--- src/rtl/rr_mux_arbiter.sv ---
// Round-robin arbiter driving the select lines of a shared 4:1 data mux and
// forwarding the selected word downstream under a valid/ready handshake.
module rr_mux_arbiter #(
  parameter int W    = 8,
  parameter int HOLD = 4
) (
  input  logic           clk,
  input  logic           rst,
  input  logic [3:0]     req,
  input  logic [4*W-1:0] D,
  input  logic           ready,
  output logic [W-1:0]   y,
  output logic           valid,
  output logic           s1,
  output logic           s0,
  output logic [3:0]     gnt
);

  typedef enum logic {IDLE, BUSY} state_t;

  state_t     state;
  logic [1:0] ptr;
  logic [3:0] cnt;
  logic [1:0] sel;

  logic [1:0] g;
  logic       xfer;
  logic       last;
  logic       rel;
  logic [2:0] pick_idle;
  logic [2:0] pick_rel;

  // Returns {found, index} of the first requester scanning p, p+1, p+2, p+3.
  function automatic logic [2:0] rr_pick(input logic [3:0] r, input logic [1:0] p);
    logic [2:0] res;
    logic [1:0] idx;
    res = 3'b000;
    for (int k = 0; k < 4; k++) begin
      idx = p + 2'(k);
      if (!res[2] && r[idx]) res = {1'b1, idx};
    end
    return res;
  endfunction

  assign s1 = sel[1];
  assign s0 = sel[0];

  always_comb begin
    g         = sel;
    xfer      = valid & ready;
    last      = xfer && (({1'b0, cnt} + 5'd1) == 5'(HOLD));
    rel       = !req[g] || last;
    pick_idle = rr_pick(req, ptr);
    // The granted index sits last in this scan, so it is only picked again
    // when nobody else is requesting.
    pick_rel  = rr_pick(req, g + 2'd1);
  end

  always_comb begin
    y = '0;
    if (valid) y = D[int'(sel)*W +: W];
  end

  always_ff @(posedge clk or posedge rst) begin
    if (rst) begin
      state <= IDLE;
      gnt   <= 4'b0000;
      valid <= 1'b0;
      sel   <= 2'b00;
      ptr   <= 2'b00;
      cnt   <= 4'd0;
    end else begin
      case (state)
        IDLE: begin
          if (pick_idle[2]) begin
            gnt   <= 4'b0001 << pick_idle[1:0];
            sel   <= pick_idle[1:0];
            valid <= 1'b1;
            cnt   <= 4'd0;
            state <= BUSY;
          end
        end
        BUSY: begin
          if (rel) begin
            ptr <= g + 2'd1;
            if (pick_rel[2]) begin
              gnt <= 4'b0001 << pick_rel[1:0];
              sel <= pick_rel[1:0];
              cnt <= 4'd0;
            end else begin
              gnt   <= 4'b0000;
              valid <= 1'b0;
              state <= IDLE;
            end
          end else if (xfer) begin
            cnt <= cnt + 4'd1;
          end
        end
        default: state <= IDLE;
      endcase
    end
  end

endmodule

--- config.mk ---
export PLATFORM = sky130hd
export DESIGN_NAME = rr_mux_arbiter
export DESIGN_NICKNAME = d
export VERILOG_FILES = /design/src/rtl/rr_mux_arbiter.sv
export SDC_FILE = /design/constraint.sdc
export NUM_CORES = 1
export LEC_CHECK = 0
export BUFFER_PORTS_ARGS = -buffer_cell sky130_fd_sc_hd__buf_4
export CAP_MARGIN = 30
export CORE_AREA = 10 10 60 62
export CTS_CLUSTER_DIAMETER = 120
export DETAILED_ROUTE_END_ITERATION = 6
export DIE_AREA = 0 0 70 72
export PLACE_DENSITY = 0.88
export SKIP_CTS_REPAIR_TIMING = 1
export SYNTH_ARGS = -nofsm -noshare
export SYNTH_HDL_FRONTEND = slang
export SYNTH_SLANG_ARGS = --single-unit
export TNS_END_PERCENT = 20
--- constraint.sdc ---
create_clock -name clk -period 2.9 [get_ports clk]
set_clock_uncertainty 0.2 [all_clocks]
set_input_delay 0.145 -clock clk [delete_from_list [all_inputs] [get_ports clk]]
set_output_delay 0.145 -clock clk [all_outputs]
set_load 0.1 [all_outputs]
# After elaboration in Yosys (flattened, before gate mapping)
# Cells that the tools add are included.
[word_totals] ff_bits=14 latch_bits=0 ramBits=0 mem_bits_ro=0 out_inout_bits=15 word_cells=104 memories=0
[classes] add_sub_neg=9 multipliers=0 div_mod_pow=0 magnitude_cmp=9 eq_ne=7 shifts=3 muxes=48 bitwise=2 reduce_logical=20
[op_table] operator="variable part select 32 x 6 -> 8 bit" n=1
[op_table] operator="2-to-1 mux 4 bit" n=7
[op_table] operator="< comparator 2 x 3 -> 1 bit, second input constant" n=9
[op_table] operator="2-to-1 mux 3 bit" n=8
[op_table] operator="binary-select mux 1 bit (select 2 bit)" n=9
[op_table] operator="one-hot mux 4 bit (2 select lines)" n=2
[op_table] operator="2-to-1 mux 1 bit" n=15
[op_table] operator="AND reduction 3 bit" n=3
[op_table] operator="adder 2 bit, second input constant" n=4
[op_table] operator="2-to-1 mux 8 bit" n=1
[op_table] operator="<< shifter 1 x 2 -> 4 bit, first input constant" n=2
[op_table] operator="logical AND 1 bit" n=7
[op_table] operator="zero test 1 bit" n=7
[op_table] operator="adder 2 x 1 -> 2 bit, second input constant" n=3
[op_table] operator="2-to-1 mux 2 bit" n=3
[op_table] operator="adder 4 x 1 -> 5 bit, second input constant" n=1
[op_table] operator="equality test 5 x 3 -> 1 bit, second input constant" n=1
[op_table] operator="adder 4 x 1 -> 4 bit, second input constant" n=1
[op_table] operator="inequality test 2 x 1 -> 1 bit, second input constant" n=2
[op_table] operator="inequality test 2 bit, second input constant" n=2
[op_table] operator="one-hot mux 1 bit (2 select lines)" n=2
[op_table] operator="one-hot mux 2 bit (2 select lines)" n=1
[op_table] operator="AND reduction 2 bit" n=2
[op_table] operator="inequality test 3 x 1 -> 1 bit, second input constant" n=1
[op_table] operator="4 further kinds" n=4

# Longest topological paths before layout
# Gate-level depths: netlist of run 1.
[logic_depth] ltp_word=17 depth_mapped=7 depth_no_buf=6

# Worst setup path before layout of run 1
# OpenSTA, ideal clock, no wires.
[synth_timing] path_kind="register to output" from="register sel[1] (netlist: g[1])" to="output port y[0]" arrival_time_ns=2.558 required_ns=2.555 path_slack_ns=-0.003 stages_incl_launch_ff=5 path_cell_list="dfrtp_1 buf_2 buf_1 mux4_2 and2_1"
[synth_via] elab_chain_len=2
[synth_rtl] item="from (decl)" line="24" rtl="logic [1:0] sel;"
[synth_rtl] item="from (signal assigned)" line="77" rtl="sel <= pick_idle[1:0];"
[synth_rtl] item="from (signal assigned)" line="88" rtl="sel <= pick_rel[1:0];"
[synth_rtl] item="variable part select 32 x 6 -> 8 bit" line="61" rtl="if (valid) y = D[int'(sel)*W +: W];"
[synth_rtl] item="2-to-1 mux 8 bit" line="61"
[synth_rtl] item="to (decl)" line="12" rtl="output logic [W-1:0] y,"
# Every way passes these cells.

# Final worst setup path of run 1
[layout_timing] from="register sel[0] (netlist: g[0])" to="output port y[5]"
# The elaborated chain is that of the path after synthesis.

==> results by group, run 1 <==
Drt
  – DR iter-0 viols: 50
  – Wire length per cell: 18.8 um
  – Drt pass-1 iters: 4
  – Routed Antenna Nets: 0
  – Met2 wire length: 1770 um
  – WL met1: ~1600 um
  – Via count: 1,230
  – Routed wire length: between 3000 and 4000 um
  – DR DRC count: 0
  – Met3 WL: slightly above 400 um
  – Vias per inst: 6.00
  – Max Used Layer: met4

Critical path
  – CP max FO: 11
  – Critical Path AT: between 2 and 2.5 ns
  – Critical Path RT: between 2 and 3 ns
  – Worst Setup End Kind: output pin
  – Critical path class: reg2out
  – Startpoint types: register

STA
  – Worst setup margin: between 0.4 and 0.5 ns
  – RSZ-0062 raised after global routing: false
  – Fin. Hold Viols: 0
  – Final worst path period need: 2.46 ns
  – Max-slew violations: 0
  – Max-slew headroom: 0.562
  – Crit share post-route: 0.849
  – Setup TNS: 0 ns
  – Worst slew pin tran: approximately 0.65 ns
  – Max Freq: around 410 MHz
  – Final setup viols: 0

Clock tree
  – Deepest level of the CTS H-tree: 1
  – Clock Path Buffers: 2
  – Worst-Skew Late Latency: roughly 0.31 ns
  – Clock root buffer: clkbuf_4
  – CTS tree: done
  – Clock Sinks: 14
  – Clock slew at the register clock pins of the worst setup and hold paths: ~0.10 ns
  – CTS buffer count: 3

Synth
  – Netlist cell types: 39
  – Simple-gate area share of the yosys netlist: 0.181
  – Post-Synth Adder-Cell Area: 0.0214
  – Multiplexer share of the synthesized area: 0.237
  – Top FF cell, synth: dfrtp_1
  – Largest family of logic cells by synthesized area: multiplexers
  – Synth Area in Compound Gates: 0.182
  – FF+latch count, synth: 14
  – Syn nets: 164
  – Avg Inst Size Synth: ~9.5 um2
  – Sequential element share of the synthesized area: 0.299
  – Mapped cell area: roughly 0.0012 mm2
  – Post-Synth XOR/XNOR Area: 0.0224
  – Ys async rst share: 1.00
  – Post-synth EDFFs: 0
  – YS warnings: 0
  – Mapped Cells: between 100 and 150

Power and ir drop
  – Max IR drop VDD: roughly 1.1 mV
  – Leak: between 0.7 and 0.8 nW
  – PwrDens: between 1000 and 1500 mW/mm2

Placed design
  – GPL Wtd Cong: 0.945
  – Pre-CTS setup slack: 0.584 ns
  – PortBufs: 53
  – DP HPWL: about 3100 um
  – Placed cell area: between 0.0015 and 0.002 mm2

Finish
  – Multi-input logic area: between 700 and 800 um2
  – Antenna diode count: 0
  – Design Area, Final: between 0.0015 and 0.002 mm2
  – Area Overhead vs Synth: 38.4%
  – Reg area: between 300 and 400 um2
  – Layout cell share with drive strength beyond 1: 0.417
  – FILL cells: roughly 200
  – Nets@finish: ~220
  – Final Core Density: 0.666

Floorplanning
  – Die W: 70 um
  – Row Count: 18
  – Core Area: 0.00243 mm2
  – Initial core utilization: 0.481
  – Die area: slightly above 0.005 mm2
  – Die height: slightly above 70 um
  – Top Ports: 54

Flow run
  – Reported max-cap violation count: 0

Global route
  – Initial antenna violation count: 0
  – GRT Util Overall: 0.153
  – First-pass GRT wire length: between 6000 and 7000 um
  – Largest net degree at the start of global routing: 19
  – GRT overflow: 0
  – Number of global-route vias before repair: 1,295

Outcome
  – Status: complete, no violations

Min path
  – Hold Crit Class: in2reg
[routing by layer]
metal | global-route usage | vias up
li1 | - | 560
met1 | 0.177 | 588
met2 | 0.256 | 77
met3 | 0.0476 | 5
met4 | 0.0680 | 0
met5 | 0 | -
[worst max-delay path, stage by stage (launching register included)]
cell     delay (ns)
dfrtp_1        0.64
buf_4          0.26
mux4_2         0.51
and2_1         0.17
buf_4          0.23
[registers in the layout (all words and copies together), names as in the netlist]
signal and flops:
cnt 4, g 2, gnt 4, ptr 2
state 1, valid 1
[worst paths after layout]
check                      depth (start not counted)    from     end  slack (ns)
min in group asynchronous                          3     rst  gnt[3]        0.23
min reg2reg                                        2  cnt[3]  cnt[3]        0.32
max reg2reg                                        5    g[0]  gnt[0]        0.55
max in group asynchronous                          3     rst   valid        1.90
max                                                4    g[0]    y[5]        0.44
min                                                3  req[0]   valid        0.02
[power by group]
part	switching [mW]	internal, mW	leakage (nW)
Sequential	0.131	0.264	0.174
Clock	0.0756	0.0768	0.0210
Combinational	1.09	0.480	0.577
Total	1.29	0.820	0.771
[cells in the final DEF (no fill, tap or decap), types with 2 or more instances in the layout]
cell and instances:
a211oi_1 2, a21oi_1 9, a32o_1 2, and2_1 8, buf_4 54, clkbuf_4 3, dfrtp_1 14, ha_1 2
inv_1 7, mux2_2 4, mux2i_1 3, mux4_2 9, nand2_1 8, nand2b_1 3, nor2_1 7, nor2b_1 2
nor3_1 3, o21ai_0 11, o22ai_1 2, or3_1 2, xor2_1 2
[cell families (layout without fill, tap and decap cells)]
family	after synthesis	after routing
AO/OA/AOI/OAI	34	34
XOR/XNOR	3	3
adder cells (fa/ha/maj)	2	2
buffers and inverters	14	66
flip-flops	14	14
multiplexers	16	16
AND/OR/NAND/NOR	40	40
[through the flow]
| stage | total power [mW] | cells | hold slack, ns |
|---|---|---|---|
| 3_5_place_dp | 1.97 | 200 | 0.0291 |
| 4_1_cts | 2.12 | 204 | -0.307 |
| 5_1_grt | 2.22 | 205 | 0.0784 |
| 2_1_floorplan | 1.66 | 123 | -0.166 |
| 6_report | 2.11 | 205 | 0.0174 |
| 3_3_place_gp | 1.92 | 200 | 0.00644 |
[cell usage after synthesis (2+ instances only)]
cell	count	area, um2
or3_1	2	12.5
nor2_1	7	26.3
mux4_2	9	203
mux2i_1	3	30.0
nor3_1	3	15.0
a211oi_1	2	15.0
ha_1	2	25.0
nand2_1	8	30.0
inv_1	7	26.3
buf_2	3	15.0
and2_1	9	56.3
nor2b_1	2	12.5
o22ai_1	2	12.5
a21oi_1	9	45.0
mux2_2	4	45.0
o21ai_0	11	55.1
a32o_1	2	20.0
xor2_1	2	17.5
dfrtp_1	14	350
nand2b_1	3	18.8
[final cells by class]
class,count,area share
multi-input combinational,95,0.466
timing repair buffer,55,0.256
sequential,14,0.216
tap,30,0.0232
clock buffer,4,0.0224
inverter,7,0.0162
(Power assumes the default switching activity.)
==> run 2: changes to the inputs <==
--- a/config.mk
+++ b/config.mk
@@ -7,11 +7,11 @@
 export LEC_CHECK = 0
 export BUFFER_PORTS_ARGS = -buffer_cell sky130_fd_sc_hd__buf_4
 export CAP_MARGIN = 30
-export CORE_AREA = 10 10 60 62
+export CORE_AREA = 10 10 64 66
 export CTS_CLUSTER_DIAMETER = 120
 export DETAILED_ROUTE_END_ITERATION = 6
-export DIE_AREA = 0 0 70 72
-export PLACE_DENSITY = 0.88
+export DIE_AREA = 0 0 74 76
+export PLACE_DENSITY = 0.8
 export SKIP_CTS_REPAIR_TIMING = 1
 export SYNTH_ARGS = -nofsm -noshare
 export SYNTH_HDL_FRONTEND = slang
==> constraint.sdc (replaced) <==
create_clock -name clk -period 2 [get_ports clk]
set_clock_uncertainty 0.2 [all_clocks]
set_input_delay 0.1 -clock clk [delete_from_list [all_inputs] [get_ports clk]]
set_output_delay 0.1 -clock clk [all_outputs]
set_load 0.1 [all_outputs]
==> results by group, run 2 (same netlist as run 1, synthesis figures left out) <==
Power and ir drop
  – Clock power frac: 0.055 (-0.017)
  – Leak: 0.894 nW (+16%)
  – Int Pwr: 1.71 mW (+110%)
  – Switching Share: 0.540 (-0.0723)
  – Switching power: 2.00 mW (+55%)
  – Gate power share: 0.800 (+0.059)
  – PwrDens: 1950 mW/mm2 (+49%)
  – Max IR drop VDD: 2.70 mV (+160%)
  – Register share of total power: 0.145 (-0.042)
  – Total power: 3.71 mW (+76%)

STA
  – Final setup viols: 7 (+7)
  – RSZ-0062 raised after global routing: true
  – Crit share post-route: 1.01
  – Final worst path period need: 2.03 ns
  – Fin. Hold Viols: 0 (unchanged)
  – Max-slew violations: 0 (unchanged)
  – Worst slew pin tran: 0.526 ns (-0.128 ns)
  – Worst setup margin: -0.0255 ns (-0.465 ns)
  – Max-slew headroom: 0.649 (+0.0876)
  – Hold_ws: 0.0687 ns (+0.0513 ns)
  – Max Freq: 494 MHz

Critical path
  – Startpoint types: register
  – Critical Path AT: 2.00 ns (-0.12 ns)
  – Max stage delay on crit path: 0.57 ns (-0.07 ns)
  – CP max-delay cell: mux4_2
  – CP bufs+invs: 0 (-2)
  – Critical Path RT: 1.97 ns (-0.59 ns)
  – Worst Setup End Kind: register
  – CP top delay family: multiplexers
  – Critical path class: reg2reg
  – Worst-path cell chain: mux4_2 -> nand2_4 -> a41oi_2 -> nor2_4 -> mux2_4
  – CP max FO: 4 (-7)

Finish
  – Antenna diode count: 0 (unchanged)
  – Area Overhead vs Synth: 62.9%
  – Layout cell share with drive strength beyond 1: 0.535 (+0.118)
  – Design Area, Final: 0.00191 mm2 (+18%)
  – Nets@finish: 227 (+4.6%)
  – Leading cell types in the layout, fill and taps excluded: buf_4, dfrtp_1, o21ai_0
  – Non-Filler Instances: 218 (+6.3%)
  – Multi-input logic area: 825 um2 (+9.3%)
  – Reg area: 359 um2 (+2.5%)
  – Biggest regs: cnt: 4 flops, gnt: 4 flops
  – FILL cells: 228 (+13%)
  – Most common cell after layout, fill and taps aside: buf_4

Drt
  – Routed Antenna Nets: 0 (unchanged)
  – DR iter-0 viols: 94 (+88%)
  – DR DRC count: 0 (unchanged)
  – Routed wire length: 3990 um (+3.5%)
  – Via count: 1,223 (-0.57%)
  – Wire length per cell: 18.3 um (-2.6%)
  – Drt pass-1 iters: 4 (unchanged)
  – Vias per inst: 5.61 (-6.5%)

Placed design
  – Post-Place Cells: 211 (+5.5%)
  – PortBufs: 53 (unchanged)
  – Placed cell area: 0.00167 mm2 (+6.4%)
  – GPL Wtd Cong: 0.875 (-7.4%)
  – Pre-CTS setup slack: 0.0227 ns (-0.561 ns)
  – DP HPWL: 2970 um (-5.0%)

Clock tree
  – Clock root buffer: clkbuf_4
  – Clock Path Buffers: 2 (unchanged)
  – Deepest level of the CTS H-tree: 1 (unchanged)
  – Clock Sinks: 14 (unchanged)
  – Worst-Skew Late Latency: 0.28 ns (-0.03 ns)
  – CTS tree: done
  – CTS buffer count: 3 (unchanged)
  – Clock slew at the register clock pins of the worst setup and hold paths: 0.08 ns (-0.02 ns)

Global route
  – GRT overflow: 0 (unchanged)
  – First-pass GRT wire length: 5870 um (-8.3%)
  – Number of global-route vias before repair: 1,245 (-3.9%)
  – Initial antenna violation count: 0 (unchanged)
  – GRT Util Overall: 0.127 (-0.0266)
  – Largest net degree at the start of global routing: 16 (-3)

Floorplanning
  – Row Count: 20 (+2)
  – Top Ports: 54 (unchanged)
  – Die W: 74 um (+5.7%)
  – Die area: 0.00562 mm2 (+12%)
  – Die height: 76 um (+5.6%)
  – Initial core utilization: 0.400 (-0.0815)
  – Core Area: 0.00293 mm2 (+20%)

Outcome
  – Status: finished with violations
  – Failing checks: negative setup slack

Flow run
  – Reported max-cap violation count: 0 (unchanged)

Min path
  – Hold Crit Class: in2reg
[run 2: per-layer routing]
metal | vias to the layer above | GRT usage | routed length [um]
met5 | - | 0 | 0
met4 | 0 | 0.0616 | 77
met3 | 6 | 0.0273 | 183
met2 | 36 | 0.215 | 2280
met1 | 603 | 0.142 | 1450
li1 | 578 | - | -
[run 2: metrics by stage]
stage | util | TNS (ns)
after floorplan | - | -2.62
after global placement | 0.572 | 0
after detailed placement | 0.572 | 0
after CTS | 0.584 | -0.924
after global routing | 0.652 | -0.726
final | 0.652 | -0.108
[run 2: worst min-delay path: stages]
cell	delay, ns
buf_4	0.13
nor4_1	0.09
inv_1	0.17
[run 2: final cells by class]
cell class,count,area share
timing repair buffer,65,0.325
multi-input combinational,95,0.432
inverter,7,0.0138
clock buffer,4,0.0190
tap,33,0.0216
sequential,14,0.188
[run 2: worst paths after layout]
| path | from | endpoint | slack [ns] | cells after the start |
|---|---|---|---|---|
| worst min-delay path | req[0] | state | 0.07 | 3 |
| max in group asynchronous | rst | g[1] | 1.00 | 3 |
| worst max register to register | g[0] | gnt[0] | -0.03 | 5 |
| worst min register to register | cnt[3] | cnt[3] | 0.33 | 2 |
| min in group asynchronous | rst | gnt[2] | 0.20 | 3 |
| worst max-delay path | g[0] | gnt[0] | -0.03 | 5 |
[run 2: power by group through the flow]
stage | combinational [mW] | sequential (mW) | clock, mW
6_report | 2.97 | 0.539 | 0.204
5_1_grt | 3.10 | 0.556 | 0.218
4_1_cts | 2.50 | 0.521 | 0.211
3_5_place_dp | 2.49 | 0.526 | 0
3_3_place_gp | 2.45 | 0.518 | 0
2_1_floorplan | 1.57 | 0.906 | 0
